### src/rtl/qspi_xfer_sequencer_pkg.sv
// Shared types for the QSPI transfer sequencer: lane modes, transfer phases and
// the beat arithmetic used to size each shifting phase.
package qspi_xfer_sequencer_pkg;

   typedef enum logic [1:0] {
      LANE_X1   = 2'b00,
      LANE_X2   = 2'b01,
      LANE_X4   = 2'b10,
      LANE_RSVD = 2'b11
   } lane_mode_e;

   typedef enum logic [2:0] {
      PH_IDLE    = 3'd0,
      PH_CMD_LD  = 3'd1,
      PH_CMD     = 3'd2,
      PH_ADDR_LD = 3'd3,
      PH_ADDR    = 3'd4,
      PH_DUMMY   = 3'd5,
      PH_DATA    = 3'd6,
      PH_DONE    = 3'd7
   } phase_e;

   // Wide enough for 256 data bytes on a single lane (2048 beats)
   localparam int BEAT_W = 12;

   // Reserved mode falls back to a single lane
   function automatic logic [2:0] lanes_of(lane_mode_e m);
      case (m)
         LANE_X2: return 3'd2;
         LANE_X4: return 3'd4;
         default: return 3'd1;
      endcase
   endfunction

   function automatic logic [BEAT_W-1:0] beats_of(logic [BEAT_W-1:0] bits, lane_mode_e m);
      case (lanes_of(m))
         3'd2:    return bits >> 1;
         3'd4:    return bits >> 2;
         default: return bits;
      endcase
   endfunction

   // One-hot lane select ordered {x4, x2, x1}
   function automatic logic [2:0] lane_sel_of(lane_mode_e m);
      return {lanes_of(m) == 3'd4, lanes_of(m) == 3'd2, lanes_of(m) == 3'd1};
   endfunction

endpackage

### src/rtl/qspi_xfer_sequencer_sclk_gen.sv
// SCLK generator: divides HCLK by CLK_DIV per half-period and flags the edge
// that the next clock will produce so the sequencer can register its pulses.
module qspi_xfer_sequencer_sclk_gen #(
   parameter int CLK_DIV = 2
) (
   input  logic clk,
   input  logic rst_n,
   input  logic en,
   input  logic clr,
   output logic sclk,
   output logic rise,
   output logic fall
);

   localparam int DW = (CLK_DIV > 1) ? $clog2(CLK_DIV) : 1;

   logic [DW-1:0] div_cnt;
   logic          tc;

   assign tc   = (div_cnt == DW'(CLK_DIV - 1));
   assign rise = en & ~clr & tc & ~sclk;
   assign fall = en & ~clr & tc & sclk;

   always_ff @(posedge clk or negedge rst_n) begin
      if (!rst_n) begin
         div_cnt <= '0;
         sclk    <= 1'b0;
      end else if (clr) begin
         div_cnt <= '0;
         sclk    <= 1'b0;
      end else if (en) begin
         if (tc) begin
            div_cnt <= '0;
            sclk    <= ~sclk;
         end else begin
            div_cnt <= div_cnt + 1'b1;
         end
      end
   end

endmodule

### src/rtl/qspi_xfer_sequencer.sv
// QSPI transfer-phase sequencer: walks CMD -> ADDR -> DUMMY -> DATA, drives CS#/SCLK
// and issues the load/shift/sample pulses and lane selects for the shift registers.
module qspi_xfer_sequencer
   import qspi_xfer_sequencer_pkg::*;
#(
   parameter int  CLK_DIV        = 2,
   parameter int  CS_HIGH_MIN    = 2,
   parameter int  MAX_DATA_BYTES = 256,
   localparam int LW             = $clog2(MAX_DATA_BYTES + 1)
) (
   input  logic          clk,
   input  logic          rst_n,
   input  logic          start,
   input  logic          abort,
   input  logic [7:0]    cmd_in,
   input  logic [31:0]   addr_in,
   input  logic          addrOF4B_in,
   input  logic [1:0]    cmd_mode_in,
   input  logic [1:0]    addr_mode_in,
   input  logic [1:0]    data_mode_in,
   input  logic [4:0]    dummy_cycles_in,
   input  logic [LW-1:0] data_len_in,
   output logic          qspi_cs_n,
   output logic          qspi_sclk,
   output logic          cmd_load,
   output logic          addr_load,
   output logic [7:0]    cmd_data_out,
   output logic [31:0]   addr_data_out,
   output logic          addrOF4B_out,
   output logic          shift_en,
   output logic          sample_en,
   output logic          use_1_io_lines_out,
   output logic          use_2_io_lines_out,
   output logic          use_4_io_lines_out,
   output logic [2:0]    phase_out,
   output logic          busy,
   output logic          done
);

   localparam int HW = (CS_HIGH_MIN > 1) ? $clog2(CS_HIGH_MIN) : 1;

   phase_e              state, nxt_phase;
   lane_mode_e          cmd_mode_r, addr_mode_r, data_mode_r;
   logic [31:0]         addr_r;
   logic                four_b_r;
   logic [4:0]          dummy_r;
   logic [BEAT_W-1:0]   data_beats_r, beat_cnt, beats_total;
   logic [HW-1:0]       hold_cnt;
   logic [2:0]          lane_sel;
   logic                accept, shifting, last_beat, rise, fall;

   assign accept   = (state == PH_IDLE) && start && !abort;
   assign shifting = (state == PH_CMD) || (state == PH_ADDR) ||
                     (state == PH_DUMMY) || (state == PH_DATA);

   // Transfer configuration is frozen at accept; no reset needed on these
   always_ff @(posedge clk) begin
      if (accept) begin
         cmd_mode_r   <= lane_mode_e'(cmd_mode_in);
         addr_mode_r  <= lane_mode_e'(addr_mode_in);
         data_mode_r  <= lane_mode_e'(data_mode_in);
         addr_r       <= addr_in;
         four_b_r     <= addrOF4B_in;
         dummy_r      <= dummy_cycles_in;
         data_beats_r <= beats_of(BEAT_W'({data_len_in, 3'b000}), lane_mode_e'(data_mode_in));
      end
   end

   always_comb begin
      beats_total = '0;
      nxt_phase   = PH_DONE;
      case (state)
         PH_CMD: begin
            beats_total = beats_of(BEAT_W'(8), cmd_mode_r);
            nxt_phase   = PH_ADDR_LD;
         end
         PH_ADDR: begin
            beats_total = beats_of(four_b_r ? BEAT_W'(32) : BEAT_W'(24), addr_mode_r);
            nxt_phase   = (dummy_r != '0) ? PH_DUMMY :
                          (data_beats_r != '0) ? PH_DATA : PH_DONE;
         end
         PH_DUMMY: begin
            beats_total = BEAT_W'(dummy_r);
            nxt_phase   = (data_beats_r != '0) ? PH_DATA : PH_DONE;
         end
         PH_DATA: beats_total = data_beats_r;
         default: ;
      endcase
   end

   assign last_beat = (beat_cnt == beats_total - 1'b1);

   qspi_xfer_sequencer_sclk_gen #(.CLK_DIV(CLK_DIV)) u_sclk_gen (
      .clk   (clk),
      .rst_n (rst_n),
      .en    (shifting),
      .clr   (~shifting | abort),
      .sclk  (qspi_sclk),
      .rise  (rise),
      .fall  (fall)
   );

   always_ff @(posedge clk or negedge rst_n) begin
      if (!rst_n) begin
         state         <= PH_IDLE;
         qspi_cs_n     <= 1'b1;
         cmd_load      <= 1'b0;
         addr_load     <= 1'b0;
         shift_en      <= 1'b0;
         sample_en     <= 1'b0;
         done          <= 1'b0;
         busy          <= 1'b0;
         cmd_data_out  <= '0;
         addr_data_out <= '0;
         addrOF4B_out  <= 1'b0;
         lane_sel      <= 3'b001;
         beat_cnt      <= '0;
         hold_cnt      <= '0;
      end else begin
         cmd_load  <= 1'b0;
         addr_load <= 1'b0;
         shift_en  <= 1'b0;
         sample_en <= 1'b0;
         done      <= 1'b0;
         case (state)
            PH_IDLE: begin
               if (accept) begin
                  state        <= PH_CMD_LD;
                  qspi_cs_n    <= 1'b0;
                  cmd_load     <= 1'b1;
                  cmd_data_out <= cmd_in;
                  busy         <= 1'b1;
                  lane_sel     <= lane_sel_of(lane_mode_e'(cmd_mode_in));
                  beat_cnt     <= '0;
               end
            end
            PH_DONE: begin
               if (hold_cnt == HW'(CS_HIGH_MIN - 1)) begin
                  state    <= PH_IDLE;
                  done     <= 1'b1;
                  busy     <= 1'b0;
                  hold_cnt <= '0;
               end else begin
                  hold_cnt <= hold_cnt + 1'b1;
               end
            end
            default: begin
               if (abort) begin
                  state     <= PH_DONE;
                  qspi_cs_n <= 1'b1;
                  lane_sel  <= 3'b001;
                  beat_cnt  <= '0;
                  hold_cnt  <= '0;
               end else if (state == PH_CMD_LD) begin
                  state <= PH_CMD;
               end else if (state == PH_ADDR_LD) begin
                  state <= PH_ADDR;
               end else begin
                  if (rise && state == PH_DATA)
                     sample_en <= 1'b1;
                  // The last falling edge hands over to the next phase instead of shifting
                  if (fall) begin
                     if (!last_beat) begin
                        beat_cnt <= beat_cnt + 1'b1;
                        shift_en <= 1'b1;
                     end else begin
                        beat_cnt <= '0;
                        state    <= nxt_phase;
                        case (nxt_phase)
                           PH_ADDR_LD: begin
                              addr_load     <= 1'b1;
                              addr_data_out <= addr_r;
                              addrOF4B_out  <= four_b_r;
                              lane_sel      <= lane_sel_of(addr_mode_r);
                           end
                           PH_DUMMY, PH_DATA: lane_sel <= lane_sel_of(data_mode_r);
                           default: begin
                              qspi_cs_n <= 1'b1;
                              lane_sel  <= 3'b001;
                              hold_cnt  <= '0;
                           end
                        endcase
                     end
                  end
               end
            end
         endcase
      end
   end

   assign use_1_io_lines_out = lane_sel[0];
   assign use_2_io_lines_out = lane_sel[1];
   assign use_4_io_lines_out = lane_sel[2];
   assign phase_out          = state;

endmodule

### config.mk
export PLATFORM = sky130hd
export DESIGN_NAME = qspi_xfer_sequencer
export DESIGN_NICKNAME = d
export VERILOG_FILES = /design/src/rtl/qspi_xfer_sequencer_pkg.sv /design/src/rtl/qspi_xfer_sequencer_sclk_gen.sv /design/src/rtl/qspi_xfer_sequencer.sv
export SDC_FILE = /design/constraint.sdc
export NUM_CORES = 1
export LEC_CHECK = 0
export CORE_ASPECT_RATIO = 0.6
export CORE_MARGIN = 5
export CORE_UTILIZATION = 57
export DETAILED_ROUTE_END_ITERATION = 10
export DONT_BUFFER_PORTS = 1
export PLACE_DENSITY_LB_ADDON = 0.1
export REMOVE_ABC_BUFFERS = 1
export SETUP_SLACK_MARGIN = 0.15
export SYNTH_ARGS = -nofsm -noshare
export SYNTH_HDL_FRONTEND = slang
export SYNTH_SLANG_ARGS = --single-unit
### constraint.sdc
create_clock -name clk -period 3.7 [get_ports clk]
set_input_delay 0.37 -clock clk [delete_from_list [all_inputs] [get_ports clk]]
set_output_delay 0.37 -clock clk [all_outputs]
set_load 0.01 [all_outputs]
==> load_flow_metrics.sql, run 1 <==
INSERT INTO impl_metrics (metric_group, metric, value, unit) VALUES
('drt', 'wire_per_inst', '20.1', 'um'),
('clock_network', 'clk_root_buffer_cell', 'sky130_fd_sc_hd__clkbuf_16', ''),
('drt', 'post-route-drc-count', '0', ''),
('clock_network', 'tritoncts_num_sinks', '124', ''),
('worst_setup_path', 'timing.critical_path.from_type', 'flip-flop', ''),
('final_layout', 'final-instance-count-excl-fill', '668', ''),
('sta', 'setup_total_negative_slack', '0', 'ns'),
('final_layout', 'num_antenna_cells', '0', ''),
('final_layout', 'design.final.nets', '597', ''),
('drt', 'first_pass_iters', '7', ''),
('worst_setup_path', 'worst-endpoint-required', '4.00', 'ns'),
('min_path', 'hp-class', 'input pin to flip-flop', ''),
('power', 'power-per-cell-area', '619', 'nW/um2'),
('final_layout', 'final-seq-area', '3380', 'um2'),
('min_path', 'holdPathEnd', 'addr_r[11]$_DFFE_PP_', ''),
('worst_setup_path', 'worstPathArrival', '3.67', 'ns'),
('clock_network', 'clock_path_buffers', '2', ''),
('drt', 'post_detailed_routing_wire_length', '13500', 'um'),
('drt', 'route.vias.total', '4032', ''),
('global_routing', 'grt_max_degree', '70', ''),
('final_layout', 'multi_input_comb_area', '2510', 'um2'),
('clock_network', 'cts.reportedPaths.clkPinSlew', '0.06', 'ns'),
('worst_setup_path', 'critPathTopFamily', 'simple AND/OR/NAND/NOR gates', ''),
('sta', 'timing.clock.skew', '0.0156', 'ns'),
('sta', 'fin_hold_ws', '0.0486', 'ns'),
('placed_design', 'place.gp.congestion', '0.887', ''),
('clock_network', 'cts-htree-levels', '4', ''),
('worst_setup_path', 'worst_path_max_delay_cell', 'sky130_fd_sc_hd__nor4_4', ''),
('placed_design', 'placed_cell_count', '634', ''),
('global_routing', 'gr-total-overflow', '0', ''),
('power', 'vdd_ir_drop_max', '0.000434', 'V'),
('synth', 'synth-seq-cells', '124', ''),
('die', 'floorplan.initialDensity', '58.0', '%'),
('worst_setup_path', 'timing.reg2reg.worst_path_depth', '12', ''),
('die', 'die_y', '90.2', 'um'),
('synth', 'synthesis.area_per_instance', '11.9', 'um2'),
('worst_setup_path', 'worst-r2r-setup-slack', '0.33', 'ns'),
('die', 'core_area', '10500', 'um2'),
('clock_network', 'clock_insertion_delay_worst_skew', '0.42', 'ns'),
('synth', 'synth_warnings', '0', ''),
('drt', 'vias_per_cell', '6.04', ''),
('clock_network', 'tritoncts.num_buffers', '17', ''),
('global_routing', 'antenna_found_initial', '0', ''),
('clock_network', 'cts_tree', 'done', ''),
('worst_setup_path', 'max_stage_delay', '0.43', 'ns'),
('synth', 'ys_top_cells_by_area', 'sky130_fd_sc_hd__dfrtp_1 27%, sky130_fd_sc_hd__edfxtp_1 27%, sky130_fd_sc_hd__mux2_4 7.4%', ''),
('power', 'totalPowerFinal', '0.00423', 'W'),
('final_layout', 'areaGrowthSynthToFinish', '11.8', '%'),
('sta', 'maxClockFrequency', '0.297', 'GHz'),
('sta', 'final-setup-viol-count', '0', ''),
('sta', 'layout_min_cycle_time', '3.37', 'ns'),
('placed_design', 'dp.final_hpwl', '9650', 'um'),
('sta', 'post-route-period-util', '91.1', '%'),
('worst_setup_path', 'rr_startpoint', 'addr_mode_r[1]$_DFFE_PP_', ''),
('synth', 'ys_dominant_reg_cell', 'sky130_fd_sc_hd__dfrtp_1', ''),
('sta', 'final_max_slew_viol_count', '0', ''),
('synth', 'edff_count_synth', '55', ''),
('synth', 'ys_seq_area_share', '55.4', '%'),
('placed_design', 'port_buffers', '0', ''),
('die', 'fp-row-count', '29', ''),
('synth', 'yosysTopAreaCell', 'sky130_fd_sc_hd__dfrtp_1', ''),
('flow_run', 'drv.max_cap_violation_count', '0', ''),
('min_path', 'holdPathStages', '0', ''),
('run_status', 'status', 'complete, no violations', ''),
('power', 'leakage', '2.96', 'nW'),
('final_layout', 'drive_above_1_share', '18.3', '%'),
('worst_setup_path', 'crit_path_cell_trace', 'inv_1, ha_1, or2_2, a32oi_1, and3_2, xnor2_1, o21ai_0, o22a_1, nor4_4, nand3_4, buf_12, mux2_4', ''),
('worst_setup_path', 'worst_setup_path_end_kind', 'flip-flop', ''),
('synth', 'yosysUniqueCellTypes', '72', ''),
('synth', 'postSynthCellCount', '513', ''),
('die', 'design.die.area', '13000', 'um2');
==> state kept, by name, summed over array words and instances, names as in the netlist, 2 cells and up <==
register	flops
beat_cnt	12
data_mode_r	2
addr_mode_r	2
cmd_mode_r	2
data_beats_r	11
addr_r	32
cmd_data_out	8
phase_out	3
addr_data_out	32
lane_sel	3
dummy_r	5
==> area by class of cell <==
cell class	instances	share of cell area [%]
Clock buffer	18	6.28
Inverter	23	1.26
Clock inverter	14	1.43
Sequential cell	124	49.5
Tap cell	139	2.55
Multi-Input combinational cell	337	36.8
Timing Repair Buffer	13	2.13
==> what timing repair did <==
action                                  in CTS  in global routing
gates resized for setup                      0                  6
endpoints found under the setup margin       0                 13
hold buffers                                 2                  0
setup buffers                                0                  0
hold endpoints to repair                    69                  0
==> Yosys cell counts (all sizes together) (4+ instances only) <==
cell and n:
a21o 4, and2 10, edfxtp 55, a31oi 6, nor3b 4, nor4 6, xor2 5, clkbuf 16
nand3b 7, ha 16, nor2 37, buf 13, mux2 37, a211o 4, nand3 9, nand4 8
mux2i 4, xnor2 16, nor3 10, nand2 54, a22oi 11, o21ai 22, and4b 4, dfrtp 67
inv 23, a21oi 11
==> power by group <==
group          total, W  internal (W)  leakage, nW  switching [W]
combinational   0.00103      0.000422         1.28       0.000608
sequential      0.00172       0.00155         1.43       0.000167
clock           0.00147      0.000854        0.252       0.000620
total           0.00423       0.00283         2.96        0.00140
==> routing by layer <==
layer | vias up | part of all wire [%] | GRT usage (%)
met5 | - | 0 | 0
li1 | 1864 | - | -
met3 | 11 | 7.9 | 7.95
met4 | 0 | 0.99 | 5.64
met2 | 158 | 43 | 30.1
met1 | 1999 | 48 | 32.1
==> cell families after synthesis <==
kind of cell	synth area share [%]
AO/OA/AOI/OAI	9.59
XOR/XNOR	3.01
adder cells (fa/ha/maj)	3.44
buffers and inverters	3.77
flip-flops	55.4
multiplexers	9.32
AND/OR/NAND/NOR	15.5
==> metrics by stage <==
stage	instance area [um2]	util, %	setup slack, ns
floorplan	5960	-	0.103
global placement	6240	59.3	0.291
detailed placement	6240	59.3	0.251
CTS	6810	64.7	0.214
global route	6830	64.9	0.162
finish	6830	64.9	0.328
==> worst max path at each step <==
stage / end / slack (ns)
final: addr_data_out[10]$_DFFE_PN0P_ / 0.33
after global routing: addr_data_out[6]$_DFFE_PN0P_ / 0.16
after CTS: lane_sel[0]$_DFFE_PN1P_ / 0.21
after detailed placement: lane_sel[0]$_DFFE_PN1P_ / 0.25
after global placement: lane_sel[0]$_DFFE_PN1P_ / 0.29
after floorplan: addr_data_out[10]$_DFFE_PN0P_ / 0.10
==> cells in the final DEF, fill, tap and decap left out, types with 4 or more instances in the layout <==
master | Yosys | layout
sky130_fd_sc_hd__mux2i_1 | 4 | 4
sky130_fd_sc_hd__xnor2_1 | 16 | 16
sky130_fd_sc_hd__a211o_1 | 4 | 4
sky130_fd_sc_hd__dfrtp_1 | 67 | 66
sky130_fd_sc_hd__nand4_1 | 8 | 8
sky130_fd_sc_hd__buf_4 | 0 | 9
sky130_fd_sc_hd__clkbuf_16 | 0 | 17
sky130_fd_sc_hd__nor4_1 | 5 | 5
sky130_fd_sc_hd__nor3_1 | 9 | 9
sky130_fd_sc_hd__xor2_1 | 5 | 5
sky130_fd_sc_hd__edfxtp_1 | 55 | 55
sky130_fd_sc_hd__inv_1 | 23 | 22
sky130_fd_sc_hd__a31oi_1 | 6 | 6
sky130_fd_sc_hd__a21o_1 | 4 | 4
sky130_fd_sc_hd__and4b_1 | 4 | 4
sky130_fd_sc_hd__o21ai_0 | 21 | 21
sky130_fd_sc_hd__ha_1 | 16 | 15
sky130_fd_sc_hd__a22oi_1 | 11 | 11
sky130_fd_sc_hd__nor2_1 | 37 | 37
sky130_fd_sc_hd__nand3_1 | 8 | 8
sky130_fd_sc_hd__mux2_4 | 30 | 30
sky130_fd_sc_hd__a21oi_1 | 11 | 11
sky130_fd_sc_hd__nand3b_1 | 7 | 7
sky130_fd_sc_hd__mux2_2 | 6 | 6
sky130_fd_sc_hd__nand2_1 | 54 | 54
sky130_fd_sc_hd__and2_1 | 10 | 10
(Power assumes the default switching activity.)
==> run 2: changes to the inputs <==
Settings changed: CORE_UTILIZATION 57 to 25.
Clock period 3.7 ns to 3.87 ns, I/O delays scaled along.
==> load_flow_metrics.sql, run 2 (synthesis results as in run 1) <==
INSERT INTO impl_metrics (metric_group, metric, value, unit) VALUES
('drt', 'vias_per_cell', '4.65', ''),
('final_layout', 'final_util', '29.5', '%'),
('final_layout', 'num-fill-cells', '2475', ''),
('sta', 'setup_total_negative_slack', '0', 'ns'),
('clock_network', 'cts-htree-levels', '4', ''),
('clock_network', 'clk_root_buffer_cell', 'sky130_fd_sc_hd__clkbuf_16', ''),
('sta', 'timing.clock.skew', '0.0133', 'ns'),
('sta', 'post-route-period-util', '89.5', '%'),
('final_layout', 'final-instance-count-excl-fill', '851', ''),
('global_routing', 'gr-total-overflow', '0', ''),
('placed_design', 'post-place-ws', '0.259', 'ns'),
('clock_network', 'cts_tree', 'done', ''),
('placed_design', 'placed_cell_count', '818', ''),
('global_routing', 'grt_pass1_vias', '3967', ''),
('global_routing', 'grt_use_total', '11.7', '%'),
('worst_setup_path', 'worst_setup_path_end_kind', 'flip-flop', ''),
('power', 'power-per-cell-area', '595', 'nW/um2'),
('die', 'core_area', '24100', 'um2'),
('clock_network', 'tritoncts_num_sinks', '124', ''),
('run_status', 'status', 'complete, no violations', ''),
('drt', 'post-route-drc-count', '0', ''),
('global_routing', 'grt_max_degree', '70', ''),
('worst_setup_path', 'worstPathArrival', '3.76', 'ns'),
('die', 'floorplan.die.width', '212', 'um'),
('sta', 'timing.final.hold_violations', '0', ''),
('drt', 'first_pass_iters', '5', ''),
('clock_network', 'tritoncts.num_buffers', '17', ''),
('sta', 'worstMarginPinSlew', '0.630', 'ns'),
('die', 'die_y', '131', 'um'),
('die', 'design.die.area', '27800', 'um2'),
('final_layout', 'layout_common_cells', '65 x sky130_fd_sc_hd__dfrtp_1, 55 x sky130_fd_sc_hd__edfxtp_1, 54 x sky130_fd_sc_hd__nand2_1', ''),
('sta', 'layout_min_cycle_time', '3.46', 'ns'),
('global_routing', 'antenna_found_initial', '0', ''),
('clock_network', 'cts_setup_buffers', '0', ''),
('die', 'fp-row-count', '44', ''),
('placed_design', 'placed_area', '6480', 'um2'),
('drt', 'post_detailed_routing_wire_length', '16200', 'um'),
('worst_setup_path', 'criticalPathCategory', 'flip-flop to flip-flop', ''),
('min_path', 'hp-class', 'input pin to flip-flop', ''),
('sta', 'relSlewSlack', '57.9', '%'),
('placed_design', 'dp.final_hpwl', '11900', 'um'),
('die', 'io-pin-count', '120', ''),
('drt', 'route.vias.total', '3961', ''),
('final_layout', 'num_antenna_cells', '0', ''),
('final_layout', 'layout_commonest_cell', 'sky130_fd_sc_hd__dfrtp_1', ''),
('placed_design', 'place.gp.congestion', '0.765', ''),
('clock_network', 'clock_insertion_delay_worst_skew', '0.42', 'ns'),
('sta', 'rsz0062_at_grt', 'no', ''),
('worst_setup_path', 'critical_path_peak_fanout', '33', ''),
('clock_network', 'clock_path_buffers', '2', ''),
('power', 'leakage', '2.99', 'nW'),
('sta', 'final_max_slew_viol_count', '0', ''),
('final_layout', 'design.final.nets', '598', ''),
('sta', 'maxClockFrequency', '0.289', 'GHz'),
('worst_setup_path', 'timing.critical_path.from_type', 'flip-flop', ''),
('power', 'vdd_ir_drop_max', '0.000265', 'V'),
('final_layout', 'drive_above_1_share', '17.8', '%'),
('worst_setup_path', 'worst-endpoint-required', '4.16', 'ns'),
('drt', 'wire_per_inst', '19.1', 'um'),
('final_layout', 'finalInstanceArea', '7110', 'um2'),
('placed_design', 'port_buffers', '0', ''),
('sta', 'post-route-worst-setup-slack', '0.406', 'ns'),
('drt', 'ant_nets', '0', ''),
('die', 'floorplan.initialDensity', '25.3', '%'),
('drt', 'drt_iter0_drc', '241', ''),
('clock_network', 'cts.reportedPaths.clkPinSlew', '0.06', 'ns'),
('final_layout', 'areaGrowthSynthToFinish', '16.4', '%'),
('flow_run', 'drv.max_cap_violation_count', '0', ''),
('global_routing', 'grt_pass1_wl', '24400', 'um'),
('sta', 'final-setup-viol-count', '0', ''),
('final_layout', 'reg.largest.list', 'addr_data_out: 32 flops, addr_r: 32 flops, beat_cnt: 12 flops', '');
[run 2: what timing repair did]
| item | CTS | global route |
|---|---|---|
| resized for setup | 0 | 3 |
| hold endpoints to repair | 69 | 0 |
| hold buffers | 2 | 0 |
| endpoints found under the setup margin | 0 | 33 |
[run 2: where the power goes]
| group | total [W] | internal (W) | switching [W] |
|---|---|---|---|
| logic | 0.000990 | 0.000395 | 0.000595 |
| clock network | 0.00158 | 0.00101 | 0.000568 |
| registers | 0.00166 | 0.00149 | 0.000171 |
[run 2: layer usage]
metal / GRT usage, % / part of all wire (%)
met1: 18.3 / 53
met2: 15.6 / 42
met3: 3.00 / 4.2
met4: 3.48 / 1.1
met5: 0 / 0
[run 2: area by class of cell]
cell class | instances | area, um2 | area share [%]
clock buffer | 24 | 492 | 6.92
clock inverter | 7 | 90.1 | 1.27
inverter | 23 | 86.3 | 1.21
multi-input combinational | 337 | 2500 | 35.2
sequential | 124 | 3380 | 47.6
tap | 322 | 403 | 5.67
timing repair buffer | 14 | 153 | 2.15
[run 2: worst max-delay path, cell delays in order, from the launching register on]
cell and delay, ns:
sky130_fd_sc_hd__edfxtp_1 0.41, sky130_fd_sc_hd__ha_1 0.28, sky130_fd_sc_hd__or2_2 0.32, sky130_fd_sc_hd__a32oi_1 0.35, sky130_fd_sc_hd__and3_1 0.36, sky130_fd_sc_hd__o2111ai_1 0.20
sky130_fd_sc_hd__mux2_2 0.31, sky130_fd_sc_hd__nand2_1 0.09, sky130_fd_sc_hd__nor4_4 0.34, sky130_fd_sc_hd__nand3_4 0.12, sky130_fd_sc_hd__buf_12 0.21, sky130_fd_sc_hd__mux2_4 0.32
[run 2: path summary, 6_finish.rpt]
check,startpoint,endpoint,slack (ns),cells past startpoint
min in group asynchronous,rst_n,addr_data_out[22]$_DFFE_PN0P_,0.51,2
max,addr_mode_r[0]$_DFFE_PP_,addr_data_out[16]$_DFFE_PN0P_,0.41,11
max reg2reg,addr_mode_r[0]$_DFFE_PP_,addr_data_out[16]$_DFFE_PN0P_,0.41,11
min,dummy_cycles_in[1],dummy_r[1]$_DFFE_PP_,0.06,0
min reg2reg,addr_r[26]$_DFFE_PP_,addr_data_out[26]$_DFFE_PN0P_,0.47,1
max in group asynchronous,rst_n,qspi_cs_n$_DFFE_PN1P_,3.01,2
[run 2: metrics by stage]
step	power [W]	hold slack [ns]
final	0.00423	0.0621
after global routing	0.00448	0.0334
after CTS	0.00428	0.0396
after detailed placement	0.00264	0.0930
after global placement	0.00264	0.0935
after floorplan	0.00232	0.0914
==> run 3: changes to the inputs <==
--- a/config.mk
+++ b/config.mk
@@ -7,2 +7,3 @@
 export LEC_CHECK = 0
+export CAP_MARGIN = 20
 export CORE_ASPECT_RATIO = 0.6
==> constraint.sdc (replaced) <==
create_clock -name clk -period 3.87 [get_ports clk]
set_input_delay 0.1935 -clock clk [delete_from_list [all_inputs] [get_ports clk]]
set_output_delay 0.1935 -clock clk [all_outputs]
set_load 0.01 [all_outputs]
==> load_flow_metrics.sql, run 3 (synthesis results as in run 1) <==
INSERT INTO impl_metrics (metric_group, metric, value, unit) VALUES
('clock_network', 'cts.reportedPaths.clkPinSlew', '0.06', 'ns'),
('clock_network', 'clock_insertion_delay_worst_skew', '0.41', 'ns'),
('sta', 'worstMarginPinSlew', '0.628', 'ns'),
('power', 'power-per-cell-area', '554', 'nW/um2'),
('placed_design', 'port_buffers', '0', ''),
('worst_setup_path', 'max_stage_delay', '0.41', 'ns'),
('global_routing', 'grt_max_degree', '70', ''),
('sta', 'post-route-period-util', '89.2', '%'),
('drt', 'wire_per_inst', '17.9', 'um'),
('power', 'leakage', '3.24', 'nW'),
('sta', 'setup_total_negative_slack', '0', 'ns'),
('worst_setup_path', 'critical_path_peak_fanout', '33', ''),
('placed_design', 'placed_cell_count', '818', ''),
('sta', 'maxClockFrequency', '0.290', 'GHz'),
('clock_network', 'tritoncts_num_sinks', '124', ''),
('final_layout', 'num_antenna_cells', '0', ''),
('die', 'floorplan.die.width', '212', 'um'),
('die', 'core_area', '24100', 'um2'),
('global_routing', 'grt_pass1_wl', '24900', 'um'),
('worst_setup_path', 'timing.critical_path.from_type', 'flip-flop', ''),
('die', 'design.die.area', '27800', 'um2'),
('die', 'io-pin-count', '120', ''),
('drt', 'ant_nets', '0', ''),
('drt', 'vias_per_cell', '4.58', ''),
('drt', 'post_detailed_routing_wire_length', '16300', 'um'),
('drt', 'route.vias.total', '4170', ''),
('worst_setup_path', 'crit_path_cell_trace', 'ha_1, or2_2, a32oi_1, and3_1, o2111ai_1, mux2_2, nand2_1, nor4_4, nand3_4, buf_12, mux2_4', ''),
('flow_run', 'drv.max_cap_violation_count', '0', ''),
('final_layout', 'design.final.nets', '658', ''),
('worst_setup_path', 'worstPathArrival', '3.75', 'ns'),
('final_layout', 'layout_commonest_cell', 'sky130_fd_sc_hd__dfrtp_1', ''),
('power', 'vdd_ir_drop_max', '0.000265', 'V'),
('sta', 'layout_min_cycle_time', '3.45', 'ns'),
('die', 'fp-row-count', '44', ''),
('worst_setup_path', 'worst_setup_path_end_kind', 'flip-flop', ''),
('global_routing', 'gr-total-overflow', '0', ''),
('worst_setup_path', 'criticalPathCategory', 'flip-flop to flip-flop', ''),
('drt', 'post-route-drc-count', '0', ''),
('sta', 'timing.clock.skew', '0.0101', 'ns'),
('worst_setup_path', 'worst_path_max_delay_cell', 'sky130_fd_sc_hd__edfxtp_1', ''),
('min_path', 'hp-class', 'input pin to flip-flop', ''),
('clock_network', 'cts_tree', 'done', ''),
('final_layout', 'num-fill-cells', '2439', ''),
('global_routing', 'grt_pass1_vias', '4167', ''),
('run_status', 'status', 'complete, no violations', ''),
('sta', 'timing.final.hold_violations', '0', ''),
('die', 'floorplan.initialDensity', '25.3', '%'),
('clock_network', 'clock_path_buffers', '2', ''),
('sta', 'relSlewSlack', '58.1', '%'),
('final_layout', 'final_util', '32.0', '%'),
('final_layout', 'reg.largest.list', 'addr_data_out: 32 flops, addr_r: 32 flops, beat_cnt: 12 flops', ''),
('global_routing', 'antenna_found_initial', '0', ''),
('power', 'totalPowerFinal', '0.00427', 'W'),
('sta', 'final-setup-viol-count', '0', ''),
('die', 'die_y', '131', 'um'),
('sta', 'rsz0062_at_grt', 'no', ''),
('final_layout', 'layout_common_cells', '65 x sky130_fd_sc_hd__dfrtp_1, 61 x sky130_fd_sc_hd__dlygate4sd3_1, 55 x sky130_fd_sc_hd__edfxtp_1', ''),
('placed_design', 'dp.final_hpwl', '11900', 'um'),
('final_layout', 'drive_above_1_share', '16.0', '%'),
('worst_setup_path', 'worst-endpoint-required', '4.16', 'ns'),
('drt', 'drt_iter0_drc', '239', ''),
('sta', 'final_max_slew_viol_count', '0', ''),
('placed_design', 'place.gp.congestion', '0.765', ''),
('drt', 'first_pass_iters', '5', ''),
('final_layout', 'final-instance-count-excl-fill', '911', ''),
('clock_network', 'tritoncts.num_buffers', '17', ''),
('clock_network', 'clk_root_buffer_cell', 'sky130_fd_sc_hd__clkbuf_16', ''),
('clock_network', 'cts-htree-levels', '4', ''),
('final_layout', 'areaGrowthSynthToFinish', '26.2', '%'),
('global_routing', 'grt_use_total', '11.8', '%');
## run 3: per-stage QoR
stage,hold WS [ns],instance area [um2],setup slack (ns)
after floorplan,-0.102,5960,0.273
after global placement,-0.100,6480,0.311
after detailed placement,-0.101,6480,0.259
after CTS,0.00840,7700,0.233
after global routing,0.0456,7710,0.162
final,0.0284,7710,0.418
## run 3: layout make-up
| class | count | area (um2) | area share, % |
|---|---|---|---|
| Timing Repair Buffer | 74 | 753 | 9.77 |
| Tap cell | 322 | 403 | 5.23 |
| Clock inverter | 7 | 90.1 | 1.17 |
| Clock buffer | 24 | 492 | 6.38 |
| Sequential cell | 124 | 3380 | 43.9 |
| Multi-Input combinational cell | 337 | 2500 | 32.4 |
| Inverter | 23 | 86.3 | 1.12 |
## run 3: timing repair
action                                  CTS  global route
hold buffers                             62             0
buffers inserted                          0             0
hold endpoints to repair                130             0
endpoints found under the setup margin    0            33
gates resized for setup                   0             3
## run 3: path summary, 6_finish.rpt
kind                                               start                            end  slack (ns)  depth (start not counted)
worst max-delay path            addr_mode_r[0]$_DFFE_PP_  addr_data_out[15]$_DFFE_PN0P_        0.42                         11
worst min register to register      addr_r[26]$_DFFE_PP_  addr_data_out[26]$_DFFE_PN0P_        0.47                          1
worst max register to register  addr_mode_r[0]$_DFFE_PP_  addr_data_out[15]$_DFFE_PN0P_        0.42                         11
min in group asynchronous                          rst_n  addr_data_out[22]$_DFFE_PN0P_        0.32                          2
max in group asynchronous                          rst_n          qspi_cs_n$_DFFE_PN1P_        3.20                          2
worst min-delay path                      data_len_in[0]      data_beats_r[2]$_DFFE_PP_        0.03                          2
## run 3: worst max-delay path, delay by kind of cell (launching register included)
family | cells | cell delay (ns)
adder cells (fa/ha/maj) | 1 | 0.28
multiplexers | 2 | 0.62
AO/OA/AOI/OAI | 2 | 0.55
buffers and inverters | 1 | 0.21
flip-flops | 1 | 0.41
AND/OR/NAND/NOR | 5 | 1.22
## run 3: layer usage
layer / vias to the layer above / GRT usage (%) / routed length, um
met5: - / 0 / 0
met3: 13 / 2.93 / 768
li1: 1982 / - / -
met2: 98 / 15.9 / 6840
met4: 0 / 3.48 / 170
met1: 2077 / 18.5 / 8490
## run 3: power breakdown
| part | total [W] | internal (W) | switching (W) |
|---|---|---|---|
| sequential | 0.00166 | 0.00149 | 0.000170 |
| clock | 0.00158 | 0.00101 | 0.000568 |
| combinational | 0.00104 | 0.000435 | 0.000602 |
